**config.mk**
```make
export PLATFORM = sky130hd
export DESIGN_NAME = wb_arbiter
export DESIGN_NICKNAME = d
export VERILOG_FILES = /design/src/rtl/wb_pkg.sv /design/src/rtl/wb_arb_select.sv /design/src/rtl/wb_arbiter.sv
export SDC_FILE = /design/constraint.sdc
export NUM_CORES = 1
export LEC_CHECK = 0
export ABC_AREA = 1
export CAP_MARGIN = 30
export CELL_PAD_IN_SITES_DETAIL_PLACEMENT = 0
export CELL_PAD_IN_SITES_GLOBAL_PLACEMENT = 1
export CORE_MARGIN = 5
export CORE_UTILIZATION = 14
export DETAILED_ROUTE_END_ITERATION = 10
export GPL_ROUTABILITY_DRIVEN = 0
export GPL_TIMING_DRIVEN = 1
export PLACE_DENSITY_LB_ADDON = 0.05
export SETUP_SLACK_MARGIN = 0.05
export SLEW_MARGIN = 30
export SYNTH_ARGS = -nofsm -noshare
export SYNTH_HDL_FRONTEND = slang
export SYNTH_HIERARCHICAL = 1
export SYNTH_SLANG_ARGS = --single-unit
```
**constraint.sdc**
```tcl
create_clock -name clk_i -period 2.2 [get_ports clk_i]
set_clock_uncertainty 0.15 [all_clocks]
set_input_delay 0.22 -clock clk_i [delete_from_list [all_inputs] [get_ports clk_i]]
set_output_delay 0.22 -clock clk_i [all_outputs]
set_load 0.01 [all_outputs]
```
**src/rtl/wb_pkg.sv**
```systemverilog
// Shared WISHBONE definitions: default bus widths and the arbiter grant encoding.
package wb_pkg;

  localparam int WB_AW = 16;
  localparam int WB_DW = 16;

  typedef enum logic [1:0] {
    GRANT_IDLE = 2'd0,
    GRANT_M0   = 2'd1,
    GRANT_M1   = 2'd2
  } grant_t;

endpackage

```
**src/rtl/wb_arb_select.sv**
```systemverilog
// Combinational winner selection between FETCH (bit 0) and MEMORY (bit 1) requests.
module wb_arb_select
  import wb_pkg::*;
#(
  parameter bit ROUND_ROBIN = 1'b1
) (
  input  logic [1:0] req,
  input  logic       last,
  output grant_t     winner
);

  always_comb begin
    // NOTE: every always_comb output gets a default first so no latch is inferred.
    winner = GRANT_IDLE;
    case (req)
      2'b01: winner = GRANT_M0;
      2'b10: winner = GRANT_M1;
      2'b11: begin
        // On contention round-robin favours whoever did not win last time.
        if (ROUND_ROBIN) winner = last ? GRANT_M0 : GRANT_M1;
        else             winner = GRANT_M1;
      end
      default: winner = GRANT_IDLE;
    endcase
  end

endmodule

```
**src/rtl/wb_arbiter.sv**
```systemverilog
// Two-master pipelined WISHBONE arbiter: FETCH (read-only) and MEMORY share one slave,
// grant held for a whole bus cycle, slave responses routed only to the granted master.
module wb_arbiter
  import wb_pkg::*;
#(
  parameter int AW          = WB_AW,
  parameter int DW          = WB_DW,
  parameter int LGDEPTH     = 4,
  parameter bit ROUND_ROBIN = 1'b1
) (
  input  logic            clk_i,
  input  logic            rstn_i,
  input  logic            m0_wb_cyc_i,
  input  logic            m0_wb_stb_i,
  input  logic [AW-1:0]   m0_wb_addr_i,
  output logic            m0_wb_stall_o,
  output logic            m0_wb_ack_o,
  output logic [DW-1:0]   m0_wb_data_o,
  input  logic            m1_wb_cyc_i,
  input  logic            m1_wb_stb_i,
  input  logic            m1_wb_we_i,
  input  logic [AW-1:0]   m1_wb_addr_i,
  input  logic [DW-1:0]   m1_wb_data_i,
  input  logic [DW/8-1:0] m1_wb_sel_i,
  output logic            m1_wb_stall_o,
  output logic            m1_wb_ack_o,
  output logic [DW-1:0]   m1_wb_data_o,
  output logic            s_wb_cyc_o,
  output logic            s_wb_stb_o,
  output logic            s_wb_we_o,
  output logic [AW-1:0]   s_wb_addr_o,
  output logic [DW-1:0]   s_wb_data_o,
  output logic [DW/8-1:0] s_wb_sel_o,
  input  logic            s_wb_stall_i,
  input  logic            s_wb_ack_i,
  input  logic [DW-1:0]   s_wb_data_i
);

  grant_t               grant_r;
  grant_t               winner;
  logic                 last_r;
  logic [LGDEPTH-1:0]   cnt_r;
  logic                 granted_cyc;
  logic                 arb_open;
  logic                 ack_fwd;
  logic                 req_issued;

  wb_arb_select #(.ROUND_ROBIN(ROUND_ROBIN)) u_select (
    .req    ({m1_wb_cyc_i, m0_wb_cyc_i}),
    .last   (last_r),
    .winner (winner)
  );

  always_comb begin
    granted_cyc = 1'b0;
    case (grant_r)
      GRANT_M0: granted_cyc = m0_wb_cyc_i;
      GRANT_M1: granted_cyc = m1_wb_cyc_i;
      default:  granted_cyc = 1'b0;
    endcase
  end

  // Re-arbitrate only when the bus is free; a master holding cyc is never preempted.
  assign arb_open   = (grant_r == GRANT_IDLE) || !granted_cyc;
  assign ack_fwd    = s_wb_ack_i && (cnt_r != '0);
  assign req_issued = s_wb_stb_o && !s_wb_stall_i;

  always_ff @(posedge clk_i or negedge rstn_i) begin
    if (!rstn_i) begin
      // NOTE: sequential state uses non-blocking assignments so every flop samples pre-edge values.
      grant_r <= GRANT_IDLE;
      last_r  <= 1'b1;
      cnt_r   <= '0;
    end else if (arb_open) begin
      grant_r <= winner;
      cnt_r   <= '0;
      if (winner == GRANT_M0) last_r <= 1'b0;
      if (winner == GRANT_M1) last_r <= 1'b1;
    end else begin
      case ({req_issued, ack_fwd})
        2'b10:   cnt_r <= cnt_r + LGDEPTH'(1);
        2'b01:   cnt_r <= cnt_r - LGDEPTH'(1);
        default: cnt_r <= cnt_r;
      endcase
    end
  end

  always_comb begin
    s_wb_cyc_o    = 1'b0;
    s_wb_stb_o    = 1'b0;
    s_wb_we_o     = 1'b0;
    s_wb_addr_o   = '0;
    s_wb_data_o   = '0;
    s_wb_sel_o    = '0;
    m0_wb_stall_o = 1'b1;
    m0_wb_ack_o   = 1'b0;
    m1_wb_stall_o = 1'b1;
    m1_wb_ack_o   = 1'b0;
    case (grant_r)
      GRANT_M0: begin
        s_wb_cyc_o    = m0_wb_cyc_i;
        s_wb_stb_o    = m0_wb_stb_i;
        s_wb_addr_o   = m0_wb_addr_i;
        m0_wb_stall_o = s_wb_stall_i;
        m0_wb_ack_o   = ack_fwd;
      end
      GRANT_M1: begin
        s_wb_cyc_o    = m1_wb_cyc_i;
        s_wb_stb_o    = m1_wb_stb_i;
        s_wb_we_o     = m1_wb_we_i;
        s_wb_addr_o   = m1_wb_addr_i;
        s_wb_data_o   = m1_wb_data_i;
        s_wb_sel_o    = m1_wb_sel_i;
        m1_wb_stall_o = s_wb_stall_i;
        m1_wb_ack_o   = ack_fwd;
      end
      default: ;
    endcase
  end

  // Read data is broadcast; only the ack qualifies it.
  assign m0_wb_data_o = s_wb_data_i;
  assign m1_wb_data_o = s_wb_data_i;

`ifdef FORMAL
  always_ff @(posedge clk_i) begin
    if (rstn_i) assert (cnt_r != {LGDEPTH{1'b1}});
  end
`endif

endmodule

```
==> results of run 1 <==
-- placed cells by master, fill, tap and decap left out, types with 2 or more instances in the layout --
| cell type | count |
|---|---|
| inv_2 | 5 |
| nand2_1 | 82 |
| a21oi_1 | 17 |
| nand2_4 | 2 |
| clkbuf_8 | 3 |
| dfrtp_1 | 6 |
| o21ai_0 | 2 |
| nand3_2 | 3 |
| inv_1 | 28 |
| buf_4 | 14 |
| clkdlybuf4s50_1 | 67 |
| ha_1 | 2 |
| dlygate4sd2_1 | 20 |
| nand3_1 | 2 |
| nor2_4 | 2 |
| ha_4 | 4 |
| nand2_2 | 4 |
| dlymetal6s2s_1 | 12 |
| nor2_1 | 4 |
-- where the power goes --
| group | total [mW] | switching [mW] | leakage (nW) | internal (mW) |
|---|---|---|---|---|
| Combinational | 0.940 | 0.467 | 1.24 | 0.472 |
| Clock | 0.182 | 0.0566 | 0.0228 | 0.125 |
| Sequential | 0.168 | 0.0134 | 0.0911 | 0.154 |
-- kinds of logic (layout without fill, tap and decap cells) --
family | count (synthesis) | count (layout)
flops | 7 | 7
fa+ha+maj | 7 | 7
buf+inv | 75 | 156
simple gates | 101 | 101
compound gates | 21 | 21
xor+xnor | 1 | 1
-- layer usage --
| metal | vias up | GRT usage [%] | share of wire, % |
|---|---|---|---|
| met5 | - | 0 | 0 |
| met4 | 0 | 1.758 | 0.77 |
| met3 | 6 | 3.047 | 8.2 |
| met2 | 61 | 14.07 | 45 |
| met1 | 583 | 10.88 | 46 |
| li1 | 758 | - | - |
-- through the flow --
step                hold slack [ns]  area [µm²]  setup TNS (ns)
finish                       0.1291        2352               0
global route                 0.1619        2352        -0.02178
CTS                          0.1371        2272               0
detailed placement           0.2901        2188               0
global placement             0.2901        2188               0
floorplan                   -0.2256        1230               0
-- layout make-up --
type / count / area (µm²) / area share, %
multi-input cells: 130 / 709.4 / 30.16
flip-flops and latches: 7 / 176.4 / 7.500
inverters: 36 / 138.9 / 5.904
well taps: 108 / 135.1 / 5.745
clock buffers: 4 / 45.04 / 1.915
repair buffers: 116 / 1147 / 48.78
-- registers in the layout (all words and copies together) (netlist names) --
| signal | flops |
|---|---|
| cnt_r | 4 |
| grant_r | 2 |
| last_r | 1 |
-- worst max-delay path, stage by stage, from the launching register on --
cell             delay (ns)
dfrtp_1                0.39
buf_4                  0.15
ha_4                   0.17
buf_4                  0.16
nand2_1                0.06
clkdlybuf4s50_1        0.55
-- what timing repair did --
item | in CTS | in global routing
gates resized for setup | 33 | 17
pin swaps | 1 | 3
setup endpoints to repair | 39 | 21
buffers inserted | 0 | 4
-- worst min-delay path by stage --
stage / startpoint / end / slack [ns] / cells past startpoint
5_1_grt: rstn_i / cnt_r[1] / 0.16 / 1
3_5_place_dp: s_wb_data_i[6] / m0_wb_data_o[6] / 0.29 / 0
4_1_cts: rstn_i / cnt_r[1] / 0.14 / 1
6_report: rstn_i / cnt_r[1] / 0.13 / 1
2_1_floorplan: rstn_i / cnt_r[0] / -0.23 / 0
3_3_place_gp: s_wb_data_i[6] / m0_wb_data_o[6] / 0.29 / 0
==> run_results.csv, run 1 <==
group,metric,value,unit
floorplan,floorplan.rows,34,
final_layout,num-fill-cells,977,
status,status,"finished, final reports clean",
hold_path,worst_hold_path_type,"in2async",
logic_synthesis,synth_area_per_cell,5.802,µm²
final_layout,final_layout_size_suffix_gt1_share,15.02,%
timing,post-route-period-util,94.83,%
cts,cts_max_path_buffers,2,
drt,dr.first_iter.drc_count,32,
drt,ant_nets,0,
logic_synthesis,ys_async_sr_fraction,100.0,%
logic_synthesis,complex_gate_fraction_of_the_synthesized_area,8.850,%
logic_synthesis,synth_warnings,6,
floorplan,ioPinCount,148,
floorplan,initial_core_util,14.24,%
grt,antenna_found_initial,0,
logic_synthesis,synth_xor_area_share,0.7121,%
timing,final-setup-viol-count,0,
drt,detail_route.first_pass.iterations,4,
timing,rsz_0062_raised_after_global_routing,"yes",
logic_synthesis,yosysSeqAreaShare,14.34,%
worst_setup_path,cp_data_arrival_time,1.72,ns
timing,tightest_slew,0.3783,ns
pwr,power.density,548.1,nW/µm²
logic_synthesis,synth_simple_gate_area_share,34.69,%
worst_setup_path,worst_reg2reg_path_depth,17,
final_layout,layout.cells.non_filler,401,
final_layout,postLayoutCoreUtil,27.24,%
drt,totalWireLength,4.832,mm
logic_synthesis,ys_dominant_reg_cell,"dfrtp_1",
logic_synthesis,cell_type_contributing_the_most_total_cell_area_after_synthesis,"nand2_1",
logic_synthesis,synth.top_cells.by_count,"nand2_1, buf_4, inv_1, a21oi_1",
pwr,power,1.289,mW
logic_synthesis,synth_top_cells_by_area,"nand2_1, buf_4, dfrtp_1",
logic_synthesis,multiplexer_share_of_the_synthesized_area,0,%
worst_setup_path,setup.worst_path.start,"grant_r[0]",
grt,wire_length_of_the_first_global_routing_pass,7.734,mm
cts,cts_inserted_buffers,3,
logic_synthesis,post-synth-top-area-fraction,25.64,%
worst_setup_path,cp-start-kind,"flip-flop",
logic_synthesis,netlist_instances,212,
timing,final_period_minus_worst_setup_slack,2.086,ns
placed_design,placedCellCount,393,
cts,cts_tree,"yes",
logic_synthesis,synth_top_family_by_area,"simple AND/OR/NAND/NOR gates",
worst_setup_path,worstPathMaxFanout,7,
floorplan,floorplan.die.width,103.7,µm
logic_synthesis,synthesis.area,1230,µm²
logic_synthesis,number_of_enable_type_register_cells_in_the_synthesized_netlist,0,
placed_design,place.port_buffers,99,
worst_setup_path,worst-setup-path-type,"reg2out",
timing,maxSlewViolCount,0,
grt,total_routing_usage_gr,8.591,%
drt,detailroute.via_count,1408,
worst_setup_path,r2r-end,"cnt_r[3]",
placed_design,place.detailed.hpwl,3.989,mm
cts,cts-htree-levels,1,
drt,drcViolationCount,0,
drt,wl_per_cell,12.05,µm
drt,routed_via_density,3.511,
timing,hold_violations,0,
floorplan,placeable_core_area,8636,µm²
logic_synthesis,postSynthRegisterBits,7,
floorplan,die_h,103.7,µm
worst_setup_path,critical_path.reg2reg.startpoint,"grant_r[0]",
worst_setup_path,worst_setup_path_end_kind,"output pin",
worst_setup_path,required,1.83,ns
timing,timing.max_slew.rel_slack,74.70,%
cts,numClockSinks,7,
logic_synthesis,post-synth-top-count-cell,"nand2_1",
placed_design,dpl_worst_slack,0.01199,ns
cts,holdBufCountCts,0,
final_layout,antenna_cells,0,
logic_synthesis,synth_fa_ha_area_share,7.731,%
cts,cts.root.buffer_cell,"clkbuf_8",
cts,worst_skew_pair.late_latency,0.23,ns
logic_synthesis,mappedNetlistNets,294,
job,drv.max_cap_violation_count,0,
worst_setup_path,reg2reg_setup_slack,0.18,ns
final_layout,finish.net_count,376,
grt,maximum_number_of_pins_on_one_net_before_global_route_repair,24,
worst_setup_path,endpoint,"m0_wb_stall_o",
timing,final_critical_path_setup_slack,0.1137,ns
pwr,irDropWorstVdd,0.1988,mV
logic_synthesis,synthDistinctLibCells,27,
grt,globalRouteOverflowTotal,0,
pwr,power.leakage,1.356,nW
cts,cts.reportedPaths.clkPinSlew,0.04,ns
grt,first_global_vias,1430,
final_layout,syn_to_final_growth,91.25,%
floorplan,floorplan.die_area,10760,µm²
timing,fmaxAchievable,479.3,MHz
No activity file was read; power rests on OpenSTA's default activity.
==> inputs of run 2 (changes only) <==
Settings changed: TNS_END_PERCENT set to 20.
==> run 2 against run 1 <==
Net effect: combinational power hardly changed; global-route usage stayed put; core utilization hardly changed.
==> run_results.csv, run 2 (synthesized netlist as in run 1, its figures left out) <==
group,metric,value,unit
cts,cts_max_path_buffers,2,
timing,final_period_minus_worst_setup_slack,2.087,ns
floorplan,placeable_core_area,8636,µm²
hold_path,worst_hold_path_type,"in2async",
grt,globalRouteOverflowTotal,0,
timing,timing.max_slew.rel_slack,74.70,%
worst_setup_path,worst-setup-path-type,"reg2out",
timing,hold_violations,0,
pwr,power.leakage,1.355,nW
placed_design,place.port_buffers,99,
job,drv.max_cap_violation_count,0,
timing,maxSlewViolCount,0,
final_layout,final_layout_size_suffix_gt1_share,14.68,%
placed_design,dpl_cell_area,2188,µm²
timing,tightest_slew,0.3783,ns
timing,hold_slack,0.1291,ns
worst_setup_path,cp-start-kind,"flip-flop",
drt,dr.first_iter.drc_count,33,
worst_setup_path,worstPathMaxFanout,7,
worst_setup_path,required,1.83,ns
drt,detailroute.via_count,1407,
drt,routed_via_density,3.509,
placed_design,placedCellCount,393,
final_layout,antenna_cells,0,
floorplan,ioPinCount,148,
grt,first_global_vias,1430,
cts,cts_tree,"yes",
status,status,"finished, final reports clean",
floorplan,floorplan.rows,34,
cts,holdBufCountCts,0,
final_layout,final_cell_area,2350,µm²
drt,ant_nets,0,
final_layout,largest_register_ffs,4,
final_layout,mostFrequentLayoutCell,"nand2_1",
timing,fmaxAchievable,479.2,MHz
timing,post-route-period-util,94.85,%
timing,setup_total_negative_slack,0,ns
cts,worst_skew_pair.late_latency,0.23,ns
timing,final-setup-viol-count,0,
worst_setup_path,worst_setup_path_end_kind,"output pin",
worst_setup_path,cp_data_arrival_time,1.72,ns
grt,antenna_found_initial,0,
cts,cts.root.buffer_cell,"clkbuf_8",
floorplan,floorplan.die.width,103.7,µm
drt,wl_per_cell,12.04,µm
final_layout,most_flops_register,"cnt_r",
cts,cts_inserted_buffers,3,
final_layout,finish.net_count,376,
grt,wire_length_of_the_first_global_routing_pass,7.734,mm
drt,totalWireLength,4.829,mm
timing,rsz_0062_raised_after_global_routing,"yes",
final_layout,syn_to_final_growth,91.05,%
floorplan,initial_core_util,14.24,%
grt,maximum_number_of_pins_on_one_net_before_global_route_repair,24,
drt,detail_route.first_pass.iterations,4,
grt,total_routing_usage_gr,8.591,%
floorplan,floorplan.die_area,10760,µm²
final_layout,layout.cells.non_filler,401,
worst_setup_path,reg2reg_setup_slack,0.16,ns
floorplan,die_h,103.7,µm
pwr,irDropWorstVdd,0.1988,mV
placed_design,place.detailed.hpwl,3.989,mm
cts,numClockSinks,7,
drt,drcViolationCount,0,
pwr,power.density,547.8,nW/µm²
cts,cts.reportedPaths.clkPinSlew,0.04,ns
final_layout,layout.cells.most_common_list,"nand2_1, clkdlybuf4s50_1, inv_1, dlygate4sd2_1, a21oi_1",
final_layout,biggestRegsByFlops,"cnt_r (4), grant_r (2), last_r (1)",
cts,cts-htree-levels,1,
==> run 2: through the flow <==
stage / util, % / setup WS (ns) / power [mW]
floorplan: - / 0.08967 / 0.6359
global placement: 25.34 / 0.03785 / 1.118
detailed placement: 25.34 / 0.01199 / 1.100
CTS: 26.31 / 0.05785 / 1.296
global route: 27.21 / -0.04670 / 1.406
finish: 27.21 / 0.1133 / 1.287
==> run 2: area by class of cell <==
type                    instances  area [µm²]
repair buffers                116        1147
well taps                     108       135.1
multi-input cells             130       706.9
flip-flops and latches          7       176.4
inverters                      36       138.9
fillers                       976        6286
clock buffers                   4       45.04
==> run 2: power by group <==
part / total, mW / internal [mW] / switching [mW]
Clock: 0.182 / 0.125 / 0.0566
Sequential: 0.168 / 0.154 / 0.0134
Combinational: 0.938 / 0.471 / 0.466
==> run 2: critical path: stages, from the launching register on <==
cell	delay [ns]
dfrtp_1	0.39
buf_4	0.15
ha_4	0.17
buf_4	0.16
nand2_1	0.06
clkdlybuf4s50_1	0.55
==> run 2: final timing paths <==
check | to | startpoint | cells past startpoint
min in group clk_i | m0_wb_data_o[1] | s_wb_data_i[1] | 0
setup / recovery | m0_wb_stall_o | grant_r[0] | 5
hold reg to reg | last_r | last_r | 2
setup reg to reg | cnt_r[3] | grant_r[0] | 17
max in group asynchronous | last_r | rstn_i | 1
hold / removal | cnt_r[1] | rstn_i | 1
==> run 2: layer usage <==
layer	routed length, µm	track usage (%)	up-vias
li1	-	-	758
met1	2206	10.88	582
met2	2188	14.07	61
met3	398	3.047	6
met4	37	1.758	0
met5	0	0	-
==> run 2: timing repair <==
action | CTS | global route
endpoints found under the setup margin | 39 | 21
pin swaps | 1 | 3
resized for setup | 33 | 16
buffers inserted | 0 | 4
